==> config.mk <==
export PLATFORM = sky130hd
export DESIGN_NAME = scan_chain_alu
export DESIGN_NICKNAME = d
export VERILOG_FILES = /design/src/rtl/scan_alu_pkg.sv /design/src/rtl/alu4_comb.sv /design/src/rtl/scan_chain_alu.sv
export SDC_FILE = /design/constraint.sdc
export NUM_CORES = 1
export LEC_CHECK = 0
export ABC_CLOCK_PERIOD_IN_PS = 11490
export CORE_UTILIZATION = 53
export CTS_BUF_LIST = sky130_fd_sc_hd__clkbuf_16
export DETAILED_ROUTE_END_ITERATION = 12
export PLACE_DENSITY_LB_ADDON = 0.05
export SYNTH_ARGS = -nofsm -noshare
export SYNTH_HDL_FRONTEND = slang
export SYNTH_HIERARCHICAL = 1
export SYNTH_SLANG_ARGS = --single-unit
==> constraint.sdc <==
create_clock -name clk -period 11.49 [get_ports clk]
set_input_delay 2.8725 -clock clk [delete_from_list [all_inputs] [get_ports clk]]
set_output_delay 2.8725 -clock clk [all_outputs]
set_load 0.05 [all_outputs]
==> src/rtl/scan_alu_pkg.sv <==
// Shared constants for the scan-chain ALU: widths and opcodes.
// Imported by alu4_comb and scan_chain_alu.
package scan_alu_pkg;

  localparam int DATA_W    = 4;
  localparam int CHAIN_LEN = 8;

  localparam logic [2:0] OP_ADD = 3'b000;
  localparam logic [2:0] OP_SUB = 3'b001;
  localparam logic [2:0] OP_AND = 3'b010;
  localparam logic [2:0] OP_OR  = 3'b011;
  localparam logic [2:0] OP_XOR = 3'b100;
  localparam logic [2:0] OP_NOT = 3'b101;
  localparam logic [2:0] OP_SHL = 3'b110;
  localparam logic [2:0] OP_SHR = 3'b111;

endpackage

==> src/rtl/alu4_comb.sv <==
// Purely combinational 4-bit ALU; all results truncate to 4 bits.
// Ports: a, b (operands), opcode (op select) -> result, zero (result == 0).
module alu4_comb
  import scan_alu_pkg::*;
(
  input  logic [DATA_W-1:0] a,
  input  logic [DATA_W-1:0] b,
  input  logic [2:0]        opcode,
  output logic [DATA_W-1:0] result,
  output logic              zero
);

  always_comb begin
    result = '0;
    unique case (opcode)
      OP_ADD: result = a + b;
      OP_SUB: result = a - b;
      OP_AND: result = a & b;
      OP_OR:  result = a | b;
      OP_XOR: result = a ^ b;
      OP_NOT: result = ~a;
      OP_SHL: result = {a[DATA_W-2:0], 1'b0};
      OP_SHR: result = {1'b0, a[DATA_W-1:1]};
    endcase
  end

  assign zero = (result == '0);

endmodule

==> src/rtl/scan_chain_alu.sv <==
// 4-bit ALU whose operand registers double as an 8-bit scan chain {a_q, b_q}.
// Ports: clk, reset (async high), scan_enable, scan_in, A, B, opcode
//        -> result, zero_flag, scan_out (chain MSB, a_q[3]).
// Macro SCAN_ALU_RESULT_REG_EN: register result/zero_flag (one-cycle latency).
module scan_chain_alu
  import scan_alu_pkg::*;
(
  input  logic              clk,
  input  logic              reset,
  input  logic              scan_enable,
  input  logic              scan_in,
  input  logic [DATA_W-1:0] A,
  input  logic [DATA_W-1:0] B,
  input  logic [2:0]        opcode,
  output logic [DATA_W-1:0] result,
  output logic              zero_flag,
  output logic              scan_out
);

  logic [CHAIN_LEN-1:0] chain;
  logic [DATA_W-1:0]    a_q;
  logic [DATA_W-1:0]    b_q;
  logic [DATA_W-1:0]    alu_res;
  logic                 alu_zero;

  assign a_q = chain[CHAIN_LEN-1:DATA_W];
  assign b_q = chain[DATA_W-1:0];

  // Chain MSB leaves first, so the old MSB is visible before each shift.
  assign scan_out = chain[CHAIN_LEN-1];

  always_ff @(posedge clk or posedge reset) begin
    if (reset)
      chain <= '0;
    else if (scan_enable)
      chain <= {chain[CHAIN_LEN-2:0], scan_in};
    else
      chain <= {A, B};
  end

  alu4_comb u_alu (
    .a      (a_q),
    .b      (b_q),
    .opcode (opcode),
    .result (alu_res),
    .zero   (alu_zero)
  );

`ifdef SCAN_ALU_RESULT_REG_EN
  // Output register runs in both modes and sits outside the scan chain.
  always_ff @(posedge clk or posedge reset) begin
    if (reset) begin
      result    <= '0;
      zero_flag <= 1'b1;
    end else begin
      result    <= alu_res;
      zero_flag <= alu_zero;
    end
  end
`else
  assign result    = alu_res;
  assign zero_flag = alu_zero;
`endif

endmodule

# Word level (Yosys, flattened, before mapping)
# Cells that the tools add are included.
# totals
regBits,8
in_bits,15
output_inout_bits,6
word_cells,18
# classes
add_sub_neg,2
n_eq_ne,7
mux,2
bitwise,4
n_reduce_logical,2
# ops
op,n
case mux 4 bit (8 select lines),1
"== test 3 bit, second input constant",4
2-to-1 mux 8 bit,1
"== test 3 x 2 -> 1 bit, second input constant",2
adder 4 bit,1
AND 4 bit,1
logical NOT 4 bit,1
NOT 4 bit,1
bitwise OR 4 bit,1
subtractor 4 bit,1
bitwise XOR 4 bit,1
"== test 3 x 1 -> 1 bit, second input constant",1
logical NOT 3 bit,1

# Longest topological paths before layout
# Gate-level depths: netlist (run 1).
# logic_depth
depth_word,3
depth_mapped,12

# By module
# Netlist (run 1), hierarchy kept.
# modules_own_cells
module,n_inst,cells_each,area_each_um2,seq_area_each_um2
alu4_comb,1,75,551.8,0.0
scan_chain_alu,1,18,335.3,200.2

# Worst setup path after synthesis (run 1)
# No wires, ideal clock.
# synth_path
path_type,in2out
startpoint,input port opcode[0]
endpoint,output port zero_flag
t_arrival_ns,6.286
t_required_ns,8.618
setup_slack_ns,2.332
path_stages,8
path_buffers,2
cell_sequence,buf_6 > clkbuf_1 > nand2_1 > a21o_1 > fa_1 > xnor2_1 > mux4_2 > nor4_1
# synth_via
elab_chain_len,3
elab_cells_between_ends,10
cone_classes,eq/ne (7); mux (1); reduce/logical (2)
# synth_lines
item,line_no,text
start: declaration,scan_chain_alu.sv:14,"input logic [2:0] opcode,"
== test 3 bit (tied with other cells),alu4_comb.sv:15,unique case (opcode)
case mux 4 bit (8 select lines) (*),alu4_comb.sv:15,
via result[2],scan_chain_alu.sv:15,"output logic [DATA_W-1:0] result,"
logical NOT 4 bit (*),alu4_comb.sv:27,assign zero = (result == '0);
end: declaration,scan_chain_alu.sv:16,"output logic zero_flag,"
# Mark *: on every way through the listed nets, which the timed path passes. The rest lies on a longest branch.

# Final worst setup path (run 1)
# layout_path
startpoint,input port opcode[0]
endpoint,output port zero_flag
# layout_via
elab_chain_len,3
elab_cells_between_ends,10
cone_classes,eq/ne (7); mux (1); reduce/logical (2)
# layout_lines
item,line_no
== test 3 bit (tied with other cells),alu4_comb.sv:15
case mux 4 bit (8 select lines) (*),alu4_comb.sv:15
logical NOT 4 bit (*),alu4_comb.sv:27
# Every way passes the cells marked *; elsewhere a longest branch is shown, timed or not.

==> run_results.csv, run 1 <==
group,metric,value,unit
sta,clock_skew,0.543,ps
worst_setup_path,crit_family,"buffers and inverters",
clock_tree,cts_root_buf,"clkbuf_16",
logic_synthesis,synth.top_cells.by_count,"12 x ha_1, 11 x inv_1, 9 x nor2_1",
placement,gp_congestion,0.743,
logic_synthesis,synth.distinct_cells,32,
sta,rsz0062_at_grt,"false",
drt,finalWirelength,1.81,mm
sta,hold_viol_final,0,
logic_synthesis,ys_ff_latch,8,
logic_synthesis,synthArstFlopShare,100,%
drt,initialDrtViolationCount,19,
logic_synthesis,synthFlopType,"dfrtp_1",
sta,finalCriticalPeriod,9240,ps
drt,drc,0,
worst_setup_path,startpoint,"opcode[0]",
hold_path,hp-start,"chain[1]$_DFF_PP0_",
global_route,grt_pass1_wl,3.10,mm
sta,setup_viol,0,
power,switchingPower,0.0503,mW
power,internal_power,0.105,mW
power,leakage,0.538,nW
sta,max_freq,0.108,GHz
logic_synthesis,syn_nets,121,
logic_synthesis,yosysSeqAreaShare,22.6,%
power,power.clock.fraction,36.4,%
power,max-vdd-ir-drop,125,uV
floorplanning,die_area,0.00184,mm^2
drt,wire_per_inst,14.3,um
power,p_per_area,136,mW/mm^2
logic_synthesis,synth_edf_count,0,
layout,fin_area,0.00115,mm^2
clock_tree,clk_pin_slew,30,ps
drt,postRouteAntennaNets,0,
job,cap_violations,0,
clock_tree,cts_resized,0,
worst_setup_path,cp-endpoint,"zero_flag",
clock_tree,cts_buffer_depth,2,
placement,dp_hpwl,1.40,mm
logic_synthesis,synth.most_common_cell,"ha_1",
worst_setup_path,max_stage_delay,840,ps
sta,max-slew-margin-rel,60.7,%
worst_setup_path,reg2reg_to,"chain[7]$_DFF_PP0_",
layout,area_growth,29.3,%
power,switching_share,32.3,%
floorplanning,fp.dieH,42.9,um
floorplanning,ios,21,
worst_setup_path,cp_num_cells,9,
layout,drive_above_1_share,11.7,%
logic_synthesis,synth_area_per_cell,9.54,um^2
sta,worstMarginPinSlew,588,ps
logic_synthesis,yosysTopAreaCell,"dfrtp_1",
sta,period_share,80.4,%
drt,num_vias,724,
layout,top_register,"chain",
sta,finalMaxSlewViolations,0,
logic_synthesis,synth_area,887,um^2
layout,antenna_cells,0,
worst_setup_path,crit_slowest_cell,"clkdlybuf4s50_1",
global_route,grt_max_degree,20,
floorplanning,rows,14,
global_route,antenna_found_initial,0,
global_route,track_usage,23.0,%
placement,place_area,0.00107,mm^2
worst_setup_path,r2r-start,"chain[6]$_DFF_PP0_",
floorplanning,core_area,0.00154,mm^2
drt,firstDrtPassIters,4,
worst_setup_path,cp.required,8620,ps
clock_tree,worstSkewPairLatency,230,ps
worst_setup_path,cp-end-kind,"primary output",
clock_tree,cts.sinks,8,
clock_tree,ctsHoldBuffers,0,
clock_tree,cts_buffers,3,
floorplanning,die_w,42.9,um
worst_setup_path,arrival,6370,ps
drt,via_per_inst,5.70,
worst_setup_path,rr_worst_depth,1,
power,pwr-share-seq,22.8,%
layout,top_regs,"chain x8",
logic_synthesis,ys_top_cells_by_area,"dfrtp_1 23%, ha_1 17%, mux2_4 14%, inv_1 4.7%, nor2_1 3.8%",
floorplanning,start_util,57.5,%
global_route,grt_pass1_vias,714,
logic_synthesis,synth-warning-count,6,
logic_synthesis,netlist.area_leader.share,22.6,%
worst_setup_path,criticalPathCategory,"primary input to primary output",
worst_setup_path,startpoint_type,"primary input",
layout,largest_reg_flops,8,
sta,setup_tns,0,ps
layout,fin_util,74.4,%
worst_setup_path,r2r_slack,10630,ps
logic_synthesis,syn_inst,93,
worst_setup_path,worst-path-buf-inv,2,
placement,port_buffers,20,
hold_path,hp-class,"flop to flop",
worst_setup_path,crit_fanout,19,
worst_setup_path,cp_cell_sequence,"clkdlybuf4s50_1 -> nor3b_1 -> nor2_1 -> xnor2_1 -> ha_1 -> xnor2_1 -> mux4_2 -> nor4_1 -> clkdlybuf4s50_1",
layout,final_nets,141,
clock_tree,post-cts-setup-buffers,0,
clock_tree,cts_tree,"done",
run_status,status,"complete, no violations",
clock_tree,h-tree-depth,1,
global_route,overflow,0,
power,p_comb_share,40.8,%
[layer usage]
| metal | vias up | track usage (%) | wire length [um] |
|---|---|---|---|
| li1 | 359 | - | - |
| met1 | 340 | 26.9 | 823 |
| met2 | 23 | 39.4 | 916 |
| met3 | 2 | 4.26 | 52 |
| met4 | 0 | 11.9 | 21 |
| met5 | - | 0 | 0 |
[how the worst min path moves through the flow]
| stage | slack, ps | cells after the start | end |
|---|---|---|---|
| after global routing | 610 | 1 | chain[5]$_DFF_PP0_ |
| after floorplan | 530 | 1 | chain[2]$_DFF_PP0_ |
| after CTS | 580 | 1 | chain[2]$_DFF_PP0_ |
| after global placement | 560 | 1 | chain[2]$_DFF_PP0_ |
| final | 580 | 1 | chain[2]$_DFF_PP0_ |
| after detailed placement | 570 | 1 | chain[2]$_DFF_PP0_ |
[power groups by stage]
| stage | registers, mW | clock network [mW] | logic [mW] |
|---|---|---|---|
| after floorplan | 0.0356 | 0 | 0.0453 |
| after global placement | 0.0357 | 0 | 0.0615 |
| after detailed placement | 0.0358 | 0 | 0.0631 |
| after CTS | 0.0355 | 0.0574 | 0.0636 |
| after global routing | 0.0359 | 0.0591 | 0.0683 |
| final | 0.0354 | 0.0567 | 0.0635 |
[kinds of logic after synthesis]
family / share of synthesized area, %
adder cells (fa/ha/maj): 19.2
flip-flops: 22.6
multiplexers: 19.5
AO/OA/AOI/OAI: 15.8
XOR/XNOR: 2.96
AND/OR/NAND/NOR: 11.4
buffers and inverters: 8.60
[per-stage QoR]
stage	cells	worst slack [ps]	hold WS, ps	power [mW]
3_3_place_gp	124	2310	564	0.0972
4_1_cts	127	2230	579	0.156
2_1_floorplan	93	2330	532	0.0808
3_5_place_dp	124	2250	572	0.0989
6_report	127	2250	576	0.156
5_1_grt	127	2020	614	0.163
[cell type report]
type,instances,area [um^2]
Timing Repair Buffer,20,200
Sequential cell,8,200
Clock buffer,3,75.1
Inverter,11,41.3
Multi-Input combinational cell,69,611
Tap cell,16,20.0
Fill cell,124,394
[layout by cell type, fill, tap and decap left out, types with 2 or more instances in the layout]
cell	synthesis	layout
clkdlybuf4s50_1	0	20
ha_1	12	12
inv_1	11	11
nor2_1	9	9
mux2_4	8	8
dfrtp_1	8	8
a21oi_1	5	5
clkbuf_16	0	3
nand2_1	3	3
mux2i_1	3	3
xnor2_1	3	3
nand2b_1	3	3
o21ai_1	2	2
o21a_1	2	2
o21ai_0	2	2
nor2b_1	2	2
No activity file was read; power rests on OpenSTA's default activity.
==> run 2, diff against run 1 <==
- ABC_CLOCK_PERIOD_IN_PS: 11490 -> 8029
- CORE_UTILIZATION: 53 -> 44
- clock period: 11.49 -> 8.03 ns (I/O delays scaled with it)
==> run 2 against run 1 <==
Against the previous run: critical path type unchanged; clock skew increased by 0.74 ps; combinational power rose by 44%; clock-buffer cell count did not move; largest power group unchanged; largest cell class unchanged; sequential power increased by 43%; via count is 3.2% higher; cell count is 8.7% higher; global-route usage down 4.1 points; flip-flop and latch count is the same; non-clock buffer count grew 2; core utilization decreased by 9.3 points.
==> run_results.csv, run 2 (same netlist as run 1, synthesis figures left out) <==
group,metric,value,unit
layout,drive_above_1_share,13.3,%
job,cap_violations,0,
global_route,overflow,0,
worst_setup_path,cp-end-kind,"primary output",
worst_setup_path,cp-endpoint,"zero_flag",
clock_tree,worstSkewPairLatency,230,ps
clock_tree,cts.sinks,8,
floorplanning,rows,15,
sta,rsz0062_at_grt,"false",
drt,wire_per_inst,12.7,um
sta,clock_skew,1.28,ps
placement,gp_congestion,0.881,
layout,mostFrequentLayoutCells,"20 x clkdlybuf4s50_1, 12 x ha_1, 11 x inv_1, 9 x nor2_1",
drt,postRouteAntennaNets,0,
sta,worst_slack,698,ps
placement,dp_slack,701,ps
floorplanning,core_area,0.00180,mm^2
clock_tree,cts_buffer_depth,2,
clock_tree,cts_resized,0,
sta,hold_viol_final,0,
run_status,status,"complete, no violations",
sta,finalMaxSlewViolations,0,
placement,dp_hpwl,1.43,mm
placement,port_buffers,20,
layout,final_nets,143,
drt,initialDrtViolationCount,14,
sta,max-slew-margin-rel,67.1,%
floorplanning,ios,21,
sta,period_share,91.3,%
clock_tree,cts_tree,"done",
floorplanning,die_area,0.00220,mm^2
worst_setup_path,reg2reg_to,"chain[7]$_DFF_PP0_",
worst_setup_path,startpoint,"opcode[2]",
floorplanning,start_util,49.2,%
worst_setup_path,arrival,5320,ps
worst_setup_path,crit_fanout,11,
layout,area_growth,32.3,%
layout,top_regs,"chain x8",
drt,finalWirelength,1.75,mm
sta,setup_tns,0,ps
global_route,antenna_found_initial,0,
layout,largest_reg_flops,8,
layout,layout_commonest_cell,"clkdlybuf4s50_1",
power,max-vdd-ir-drop,140,uV
worst_setup_path,criticalPathCategory,"primary input to primary output",
worst_setup_path,r2r-start,"chain[6]$_DFF_PP0_",
power,leakage,0.547,nW
hold_path,hp-class,"flop to flop",
drt,firstDrtPassIters,4,
clock_tree,post-cts-setup-buffers,0,
worst_setup_path,cp.required,6020,ps
power,p_per_area,192,mW/mm^2
global_route,grt_pass1_wl,2.90,mm
worst_setup_path,r2r_slack,7170,ps
drt,drc,0,
clock_tree,clk_pin_slew,40,ps
layout,nFillCells,165,
floorplanning,die_w,46.9,um
clock_tree,ctsHoldBuffers,0,
sta,max_freq,0.136,GHz
global_route,track_usage,18.9,%
layout,antenna_cells,0,
clock_tree,cts_buffers,3,
clock_tree,h-tree-depth,1,
placement,place_area,0.00110,mm^2
layout,fin_area,0.00117,mm^2
drt,via_per_inst,5.41,
clock_tree,cts_root_buf,"clkbuf_16",
floorplanning,fp.dieH,46.9,um
drt,num_vias,747,
sta,worstMarginPinSlew,491,ps
worst_setup_path,rr_worst_depth,1,
global_route,grt_pass1_vias,716,
worst_setup_path,startpoint_type,"primary input",
layout,top_register,"chain",
global_route,grt_max_degree,17,
sta,setup_viol,0,
sta,finalCriticalPeriod,7330,ps
==> run 2: changes by cell type in the layout (fill, tap and decap cells not counted), sizes merged <==
cell / previous run / this run
buf: 0 / 2
==> run 2: routing by layer <==
| layer | GRT usage (%) | wire length [um] |
|---|---|---|
| met1 | 22.4 | 774 |
| met2 | 32.5 | 840 |
| met3 | 1.54 | 75 |
| met4 | 12.6 | 63 |
| met5 | 0 | 0 |
==> run 2: per-stage QoR <==
step	hold slack, ps	util (%)	power, mW	instances
global placement	566	61.0	0.141	135
CTS	581	65.1	0.227	138
detailed placement	573	61.0	0.143	135
global route	599	65.1	0.238	138
floorplan	532	-	0.116	93
finish	579	65.1	0.225	138
==> run 2: critical path, stage by stage <==
cell and delay, ps:
clkdlybuf4s50_1 580, nor3b_1 440, nor2_1 100, xnor2_1 140, ha_1 320, xnor2_1 140, mux4_2 460, nor4_1 280
clkdlybuf4s50_1 850
==> run 2: power by group <==
part           internal, mW  leakage [nW]  total, mW  switching [mW]
Sequential           0.0444        0.0933     0.0507         0.00632
Combinational        0.0430         0.417     0.0915          0.0485
Clock                0.0641        0.0370     0.0829          0.0188
Total                 0.152         0.547      0.225          0.0737
==> run 2: area by class of cell <==
type	instances	area (um^2)	share of cell area [%]
well taps	25	31.3	2.67
clock buffers	3	75.1	6.40
multi-input cells	69	611	52.0
repair buffers	22	215	18.3
flip-flops and latches	8	200	17.1
inverters	11	41.3	3.52
==> run 2: how the worst min path moves through the flow <==
stage	to	startpoint	slack [ps]	depth (start not counted)
final	chain[2]$_DFF_PP0_	chain[1]$_DFF_PP0_	580	1
after global routing	chain[2]$_DFF_PP0_	chain[1]$_DFF_PP0_	600	1
after CTS	chain[2]$_DFF_PP0_	chain[1]$_DFF_PP0_	580	1
after detailed placement	chain[2]$_DFF_PP0_	chain[1]$_DFF_PP0_	570	1
after global placement	chain[2]$_DFF_PP0_	chain[1]$_DFF_PP0_	570	1
after floorplan	chain[2]$_DFF_PP0_	chain[1]$_DFF_PP0_	530	1
